`config.mk`:
```
export PLATFORM = sky130hd
export DESIGN_NAME = db_multi
export DESIGN_NICKNAME = d
export VERILOG_FILES = /design/src/rtl/db_multi.sv
export SDC_FILE = /design/constraint.sdc
export NUM_CORES = 1
export LEC_CHECK = 0
export CORE_UTILIZATION = 32
export CTS_CLUSTER_DIAMETER = 40
export DETAILED_ROUTE_END_ITERATION = 7
export GPL_ROUTABILITY_DRIVEN = 0
export PLACE_DENSITY = 0.5
export SYNTH_ARGS = -nofsm -noshare
export SYNTH_HDL_FRONTEND = slang
export SYNTH_SLANG_ARGS = --single-unit
```
`constraint.sdc`:
```
create_clock -name clk -period 3.2 [get_ports clk]
set_clock_uncertainty 0.2 [all_clocks]
set_input_delay 0.32 -clock clk [delete_from_list [all_inputs] [get_ports clk]]
set_output_delay 0.32 -clock clk [all_outputs]
set_load 0.1 [all_outputs]
```
`src/rtl/db_multi.sv`:
```
// db_multi: N-channel button debouncer; 2-flop sync, per-channel stability filter,
// registered press/release pulses and an optional long-press hold pulse.
module db_multi #(
    parameter int CHANNELS      = 4,
    parameter int STABLE_CYCLES = 1000000,
    parameter int HOLD_CYCLES   = 50000000,
    parameter int ACTIVE_LOW    = 0
) (
    input  logic                clk,
    input  logic                rst_n,
    input  logic [CHANNELS-1:0] button_in,
    output logic [CHANNELS-1:0] out,
    output logic [CHANNELS-1:0] press,
    output logic [CHANNELS-1:0] released,
    output logic [CHANNELS-1:0] hold
);
    localparam int SW = $clog2(STABLE_CYCLES + 1);
    localparam logic [SW-1:0] SC_END = SW'(STABLE_CYCLES - 1);

    logic [CHANNELS-1:0] s1, s2, flip;
    logic [SW-1:0] sc [CHANNELS];

    always_comb begin
        flip = '0;
        for (int i = 0; i < CHANNELS; i++)
            flip[i] = s2[i] != out[i] && sc[i] == SC_END;
    end

    always_ff @(posedge clk) begin
        if (!rst_n) begin
            s1       <= '0;
            s2       <= '0;
            out      <= '0;
            press    <= '0;
            released <= '0;
            for (int i = 0; i < CHANNELS; i++) sc[i] <= '0;
        end else begin
            s1       <= ACTIVE_LOW != 0 ? ~button_in : button_in;
            s2       <= s1;
            out      <= out ^ flip;
            press    <= flip & s2;
            released <= flip & ~s2;
            // any return to the current level restarts the stability window
            for (int i = 0; i < CHANNELS; i++)
                sc[i] <= (s2[i] == out[i] || flip[i]) ? '0 : sc[i] + 1'b1;
        end
    end

    if (HOLD_CYCLES > 0) begin : g_hold
        localparam int HW = $clog2(HOLD_CYCLES + 1);
        localparam logic [HW-1:0] HC_MAX = HW'(HOLD_CYCLES);
        logic [HW-1:0] hc [CHANNELS];
        always_ff @(posedge clk) begin
            if (!rst_n) begin
                hold <= '0;
                for (int i = 0; i < CHANNELS; i++) hc[i] <= '0;
            end else begin
                // hc saturates so hold fires once per press; suppressed on the release edge
                for (int i = 0; i < CHANNELS; i++) begin
                    hc[i]   <= !out[i] ? '0 : hc[i] == HC_MAX ? hc[i] : hc[i] + 1'b1;
                    hold[i] <= out[i] && !flip[i] && hc[i] == HC_MAX - 1'b1;
                end
            end
        end
    end else begin : g_nohold
        assign hold = '0;
    end
endmodule

```
# --- Yosys cells after proc, flatten, opt, wreduce, memory -nomap -nowiden ---
# Memory sizes are Yosys's and may differ from the RTL's.
# Cells that the tools add are included.
word_totals:
  ff_bits: 24
  latchBits: 0
  ram_bits: 184
  rom_bits: 0
  input_bits: 6
  out_inout_bits: 16
  word_cells: 90
  n_memories: 2
op_classes:
  addsub: 8
  mul: 0
  div: 0
  order_cmp: 0
  n_eq_ne: 20
  shifts: 0
  mux: 22
  n_bitwise: 12
  reduce_logical: 20
memory_table:
  columns: ["name", "depth", "word_bits", "rd", "rd_ports_with_merged_regs", "write_ports", "line", "rtl"]
  rows:
  - ["g_hold.hc", 4, 26, 4, 0, 4, "52", "logic [HW-1:0] hc [CHANNELS];"]
  - ["sc", 4, 20, 4, 0, 4, "21", "logic [SW-1:0] sc [CHANNELS];"]
op_table:
  columns: ["operator", "n"]
  rows:
  - ["2-to-1 mux 26 bit", 12]
  - ["== test 26 bit, second input constant", 8]
  - ["2-to-1 mux 20 bit", 8]
  - ["adder 26 x 1 -> 26 bit, second input constant", 4]
  - ["adder 20 x 1 -> 20 bit, second input constant", 4]
  - ["== test 20 bit, second input constant", 4]
  - ["logical AND 1 bit", 12]
  - ["bitwise AND 4 bit", 2]
  - ["OR 1 bit", 8]
  - ["== test 1 bit", 4]
  - ["zero test 1 bit", 4]
  - ["logical OR 1 bit", 4]
  - ["!= test 1 bit", 4]
  - ["NOT 4 bit", 1]
  - ["bitwise XOR 4 bit", 1]
  - ["2-to-1 mux 1 bit", 2]

# --- Logic depth before layout (Yosys ltp) ---
depth:
  ltp_word: 5
  ltp_mapped: 6
  mapped_depth_nobuf: 6

# --- Least setup slack after synthesis ---
# Ideal clock, no wire load.
synth_path:
  kind: "register to register"
  startpoint: "register (tool-made name)"
  endpoint: "register hold[3]"
  setup_ns: 0.086
  arrival_ns: 2.184
  t_required_ns: 2.914
  slack_ns: 0.730
  path_stages_with_launch: 4
  n_path_buf: 0
  period_less_slack_ns: 2.470
  cell_sequence: "dfxtp_1 > nand2_1 > or4b_2 > a211oi_1"
synth_rtl:
  columns: ["item", "line", "rtl"]
  rows:
  - ["end signal, assigned by index", "61", "hold[i] <= out[i] && !flip[i] && hc[i] == HC_MAX - 1'b1;"]
  - ["end, declared", "15", "output logic [CHANNELS-1:0] hold"]

# --- Worst setup path after layout ---
layout_path:
  startpoint: "register hold[1]"
  endpoint: "output port hold[1]"
# No word-level cell between the ends.

==> impl_metrics.csv <==
group,metric,value,unit
status,outcome,"finished clean",
timing,slew-limit-headroom,0.347,
cells_and_area,area_delta_synth_final,19.4,%
timing,final_hold_viol_count,0,
pwr,totalPowerFinal,6.75,mW
cells_and_area,final_cell_mix,"sky130_fd_sc_hd__dfxtp_1, sky130_fd_sc_hd__nor2_1, sky130_fd_sc_hd__a21oi_1",
logic_synthesis,synth_edf_count,0,
clock_tree,htreeDepth,2,
logic_synthesis,ys_dominant_reg_cell,"sky130_fd_sc_hd__dfxtp_1",
global_routing,grt_util_all_layers,0.140,
critical_path,cp_top_family,"buffers and inverters",
clock_tree,clk_latency,0.51,ns
routing,route.detailed.wl_per_inst,13.4,microns
floorplan,die_w,176,microns
global_routing,pin_count_of_the_biggest_net_entering_global_routing,28,
clock_tree,cts_buf_count,38,
clock_tree,clock-sinks,208,
floorplan,die-area,0.0310,sq mm
clock_tree,cts-resized-gates,0,
routing,finalWirelength,21.2,mm
clock_tree,clock_tree.buffer_depth,3,
critical_path,crit_path_buf_inv_count,1,
critical_path,worst_ep_required_time,2.68,ns
global_routing,first_global_vias,7534,
clock_tree,cts.reportedPaths.clkPinSlew,0.05,ns
cells_and_area,diodes,0,
logic_synthesis,synth_cell_type_count,56,
routing,dr.pass1.iters,4,
logic_synthesis,synthesized_cell_area,0.00970,sq mm
floorplan,core,0.0297,sq mm
place,dp_hpwl,14.3,mm
timing,min_period_over_period,0.777,
routing,routed_via_density,5.15,
pwr,ir_worst_vdd,354,uV
timing,setup_total_negative_slack,0,ns
floorplan,floorplan.die.height,176,microns
cells_and_area,nets,1181,
cells_and_area,layout_commonest_cell,"sky130_fd_sc_hd__dfxtp_1",
place,port_buffers,21,
floorplan,boundaryPins,22,
global_routing,grt_first_pass_wirelength,36.7,mm
timing,timing.fmax,402,MHz
global_routing,grt_remaining_overflow,0,
pwr,power-per-cell-area,583,mW/mm^2
clock_tree,cts_hold_buf,0,
timing,setup_viol,0,
critical_path,cp_data_arrival_time,1.97,ns
cells_and_area,fraction_of_final_layout_cells_sized_beyond_drive_strength_1,0.0982,
critical_path,crit_type,"flip-flop to output port",
logic_synthesis,yosysSeqAreaShare,0.429,
critical_path,slowest_stage_cell_on_the_critical_path,"sky130_fd_sc_hd__clkdlybuf4s50_1",
logic_synthesis,postSynthNetCount,1153,
logic_synthesis,postSynthCellCount,1135,
clock_tree,cts_tree,"done",
logic_synthesis,mean_cell_area_of_the_mapped_netlist,8.54,sq um
clock_tree,clock-root-buffer,"sky130_fd_sc_hd__clkbuf_16",
critical_path,reg2reg_setup_slack,0.80,ns
critical_path,cp_slowest_stage_delay,1.13,ns
floorplan,start_util,0.326,
clock_tree,post_cts_buffers,0,
critical_path,crit_path_end_kind,"output port",
logic_synthesis,yosys_warnings,0,
min_path,min_path_type,"input pin to flip-flop",
timing,period_needed,2.49,ns
routing,detail-route-antenna-nets,0,
logic_synthesis,yosys_register_bits,208,
critical_path,critPathLaunchType,"flip-flop",
floorplan,floorplan.rows,63,
pwr,leakagePower,3.43,nW
job,cap_violations,0,
timing,least_margin_pin_slew,0.977,ns
critical_path,crit_fanout,1,
timing,rsz0062_at_grt,"no",
critical_path,worstPathCellList,"clkdlybuf4s50_1",
cells_and_area,final.fill_count,2985,
routing,initialDrtViolationCount,387,
routing,drc,0,
routing,route.vias.total,8153,
global_routing,number_of_antenna_violations_at_the_first_check_in_global_routing,0,
timing,report.final.slew_viol_count,0,
logic_synthesis,async_flop_share,0,
==> power breakdown <==
part | internal [mW] | switching [mW]
Sequential | 2.60 | 0.00547
Clock | 2.71 | 1.39
Combinational | 0.0133 | 0.0196
Total | 5.33 | 1.42
==> cell usage after synthesis (23+ instances only) <==
cell                         n  area (sq um)
sky130_fd_sc_hd__a21oi_1    85           425
sky130_fd_sc_hd__and4_1     23           201
sky130_fd_sc_hd__clkbuf_1   32           120
sky130_fd_sc_hd__dfxtp_1   208          4160
sky130_fd_sc_hd__inv_1      42           158
sky130_fd_sc_hd__nand2_1    68           255
sky130_fd_sc_hd__nand3_1    70           350
sky130_fd_sc_hd__nand4_1    54           338
sky130_fd_sc_hd__nor2_1    105           394
sky130_fd_sc_hd__nor3_1     30           150
sky130_fd_sc_hd__o21ai_0    43           215
sky130_fd_sc_hd__o31ai_1    36           270
sky130_fd_sc_hd__or3_1      38           238
sky130_fd_sc_hd__or4_1      47           353
sky130_fd_sc_hd__xnor2_1    37           324
sky130_fd_sc_hd__xor2_1     48           420
==> logic make-up after synthesis <==
group | count (synthesis) | share of synthesized area
and+or+nand+nor | 544 | 0.316
DFF | 208 | 0.429
AOI/OAI and AO/OA | 194 | 0.120
buffers and inverters | 88 | 0.0379
xor gates and xnor gates | 85 | 0.0768
adders and majority gates | 12 | 0.0155
muxes | 4 | 0.00413
==> through the flow <==
stage | utilization | hold slack, ns | area (sq um) | std cells | worst slack, ns
after global placement | 0.345 | 0.214 | 10300 | 1513 | 0.868
after global routing | 0.390 | 0.192 | 11600 | 1582 | 0.578
after floorplan | - | 0.212 | 9700 | 1135 | 0.730
final | 0.390 | 0.196 | 11600 | 1582 | 0.713
after detailed placement | 0.345 | 0.220 | 10300 | 1513 | 0.812
after CTS | 0.390 | 0.176 | 11600 | 1582 | 0.704
==> sequential cells by signal (all words and copies together) (netlist names), named ones only <==
signal and flops:
s2 4, s1 4, g_hold.hc 104, press 4
sc 80, released 4, hold 4
==> worst paths after layout <==
kind                         from          endpoint  cells past startpoint
setup / recovery          hold[1]           hold[1]                      1
hold / removal       button_in[2]             s1[2]                      2
setup reg to reg  g_hold.hc[1][2]  g_hold.hc[1][14]                      4
hold reg to reg             s1[1]             s2[1]                      1
==> per-layer routing <==
| layer | routed length [microns] | global-route usage | vias up |
|---|---|---|---|
| li1 | - | - | 4242 |
| met1 | 10900 | 0.194 | 3762 |
| met2 | 9020 | 0.212 | 109 |
| met3 | 848 | 0.0297 | 40 |
| met4 | 446 | 0.0496 | 0 |
| met5 | 0 | 0 | - |
==> area by class of cell <==
cell class                 count  area, sq um  share of cell area
inverter                      42          158              0.0136
clock inverter                23          260              0.0225
multi-input combinational    839         5160               0.446
timing repair buffer          34          280              0.0242
tap                          390          488              0.0421
clock buffer                  46         1060              0.0920
sequential                   208         4160               0.360
Power figures use the tool's default switching activity.
==> variant (same settings) <==
The output `press` loses its register stage (`press` becomes a continuous assignment). Comments in the files are not updated.
--- a/src/rtl/db_multi.sv
+++ b/src/rtl/db_multi.sv
@@ -31,20 +31,20 @@
             s1       <= '0;
             s2       <= '0;
             out      <= '0;
-            press    <= '0;
             released <= '0;
             for (int i = 0; i < CHANNELS; i++) sc[i] <= '0;
         end else begin
             s1       <= ACTIVE_LOW != 0 ? ~button_in : button_in;
             s2       <= s1;
             out      <= out ^ flip;
-            press    <= flip & s2;
             released <= flip & ~s2;
             // any return to the current level restarts the stability window
             for (int i = 0; i < CHANNELS; i++)
                 sc[i] <= (s2[i] == out[i] || flip[i]) ? '0 : sc[i] + 1'b1;
         end
     end
+
+    assign press = flip & s2;
 
     if (HOLD_CYCLES > 0) begin : g_hold
         localparam int HW = $clog2(HOLD_CYCLES + 1);
Behaviour: no difference found for any inputs over 10 cycles, from zero or initial values and one cycle with rst_n low; that may be too few to reach the edited logic, so the function may still have changed.
==> variant against the unedited design <==
  * Via count decreased by 18%
  * Power increased by 1.1%
  * Critical path depth increased by 5
  * Sequential cell count decreased by 4
  * Largest power group unchanged
  * Cell area decreased by 5.3%
  * Worst hold slack improved by 0.0065 ns
  * Worst setup slack got worse by 0.58 ns
  * Synthesized area decreased by 8.5%
  * Non-clock buffer count decreased by 1
  * Routed wire length decreased by 19%
  * Utilization increased by 1.5 points
==> variant: results (changes against the unedited design) <==
reg2reg end sc[3][13]; Top Registers g_hold.hc (104), sc (80); Worst-Skew Late Latency around 0.50 ns; router iterations before antenna repair 4 (unchanged); worst hold path stage count 2 (unchanged); hold endpoint s1[1]; CTS Buf Count 38 (unchanged); sw frac 19.8% (-1.3 points); reg-to-reg startpoint sc[3][0]; ys async rst share 0% (unchanged); initial antenna violation count 0 (unchanged); DR vias 6695 (-18%); reg2reg setup slack 0.65 ns (-0.15 ns); crit-path max FO 4 (+3); ant diodes 0 (unchanged); Seq/Total Area, Yosys 46.0% (+3.1 points); vias in the first global route 6423 (-15%); count of different cell masters after synthesis 38 (-32%); PortBufs 21 (unchanged); CP max-delay cell or4_4; worst vdd ir 0.000363 V (+2.5%); CP peak stage delay 0.57 ns (-0.56 ns); leak pwr 0.00354 uW (+3.2%); GRT Resource Usage Total 12.5% (-1.5 points); hold crit path type primary input to register; worst-case clock buffer depth 3 (unchanged); Worst Tran Pin Value 0.980 ns (+0.00330 ns); Worst R2R Path Depth 7 (+3); yosys warns 0 (unchanged); fraction of layout cells with a size suffix above 1 10.2% (+0.37 points); clock slew at the register clock pins of the worst setup and hold paths 0.05 ns (about the same); hold_sp button_in[1]; Area contributors post-synth dfxtp_1 46%, xor2_1 11%, nor2_1 8.6%, xnor2_1 5.8%, nand3_1 4.3%; Layout fillers 2724 (-8.7%); drt initial violations 259 (-33%); post-placement worst setup slack 0.513 ns (-0.299 ns); Root Driver clkbuf_16; post-layout net count 1079 (-8.6%); Arr. time, crit path 2.55 ns (+0.58 ns); H-tree depth 2 (unchanged); main flop type after synthesis dfxtp_1; top cells by count, synth 204 x dfxtp_1, 203 x nor2_1, 107 x xor2_1; largest net degree at the start of global routing 28 (unchanged); wire length of the first global-routing pass 29900 microns (-19%); Synth Net Count 1030 (-11%); drt wl/cell 11.7 microns (-13%); hpwl dp 11200 microns (-22%); status finished clean
==> variant: cell types whose count changed in the layout (fill, tap and decap cells not counted), moves of 15 or more <==
cell / change
a21oi_1: -75
inv_1: -15
nor2_1: +98
o21ai_0: -37
o31ai_1: -36
or3_1: -29
or4_1: -43
xnor2_1: +22
xor2_1: +59
==> variant: worst max-delay path by stage <==
stage              from  cells past startpoint  slack, ns       end
4_1_cts        sc[3][0]                      6       0.02  press[3]
5_1_grt        sc[3][0]                      6       0.01  press[3]
3_5_place_dp   sc[3][0]                      6       0.51  press[3]
6_report       sc[3][0]                      6       0.13  press[3]
2_1_floorplan  sc[3][0]                      5      -0.14  press[3]
3_3_place_gp   sc[3][0]                      6       0.53  press[3]
==> variant: cells by family (layout without fill, tap and decap cells) <==
logic type	count (synthesis)	after routing	synth area share (%)
AO/OA/AOI/OAI	18	18	1.09
XOR/XNOR	166	166	16.4
adder cells (fa/ha/maj)	12	12	1.69
buffers and inverters	51	129	2.23
flip-flops	204	204	46.0
multiplexers	7	7	0.790
AND/OR/NAND/NOR	554	554	31.8
==> variant: worst max-delay path: cells and delay by family, from the launching register on <==
kind	cells	cell delay (ns)
AND/OR/NAND/NOR	4	1.26
flip-flops	1	0.37
adder cells (fa/ha/maj)	1	0.22
buffers and inverters	1	0.20
==> variant: power groups by stage <==
stage	sequential, uW	clock (uW)	combinational [uW]
4_1_cts	2550	4360	31.8
3_5_place_dp	2610	0	31.4
2_1_floorplan	2610	0	17.0
6_report	2560	4230	30.4
5_1_grt	2550	4500	34.4
3_3_place_gp	2610	0	31.4
==> variant: layout make-up <==
| class | instances | share of cell area [%] |
|---|---|---|
| Clock buffer | 45 | 9.56 |
| Clock inverter | 24 | 2.98 |
| Inverter | 27 | 0.924 |
| Multi-Input combinational cell | 757 | 42.1 |
| Sequential cell | 204 | 37.2 |
| Tap cell | 372 | 4.24 |
| Timing Repair Buffer | 33 | 2.92 |
==> variant: per-layer routing <==
layer | GRT usage (%) | vias to the layer above | part of all wire [%]
met5 | 0 | - | 0
met3 | 3.02 | 33 | 4.3
li1 | - | 3555 | -
met1 | 16.3 | 3027 | 50
met4 | 4.66 | 0 | 2.4
met2 | 20.0 | 80 | 43
==> variant: stage by stage <==
step	hold WS [ns]	setup TNS [ns]	cell area, sq um	power (uW)	cells
floorplan	0.212	-0.137	8890	2620	1012
global placement	0.214	0	9580	2640	1393
detailed placement	0.222	0	9580	2640	1393
CTS	0.182	0	11000	6950	1462
global route	0.192	0	11000	7090	1462
finish	0.202	0	11000	6820	1462
==> variant: what timing repair did <==
item,in CTS,in global routing
setup endpoints to repair,1,1
gates resized for setup,2,2
endpoints found under the hold margin,0,0
pin swaps,1,0
hold buffers,0,0
buffers inserted,0,0
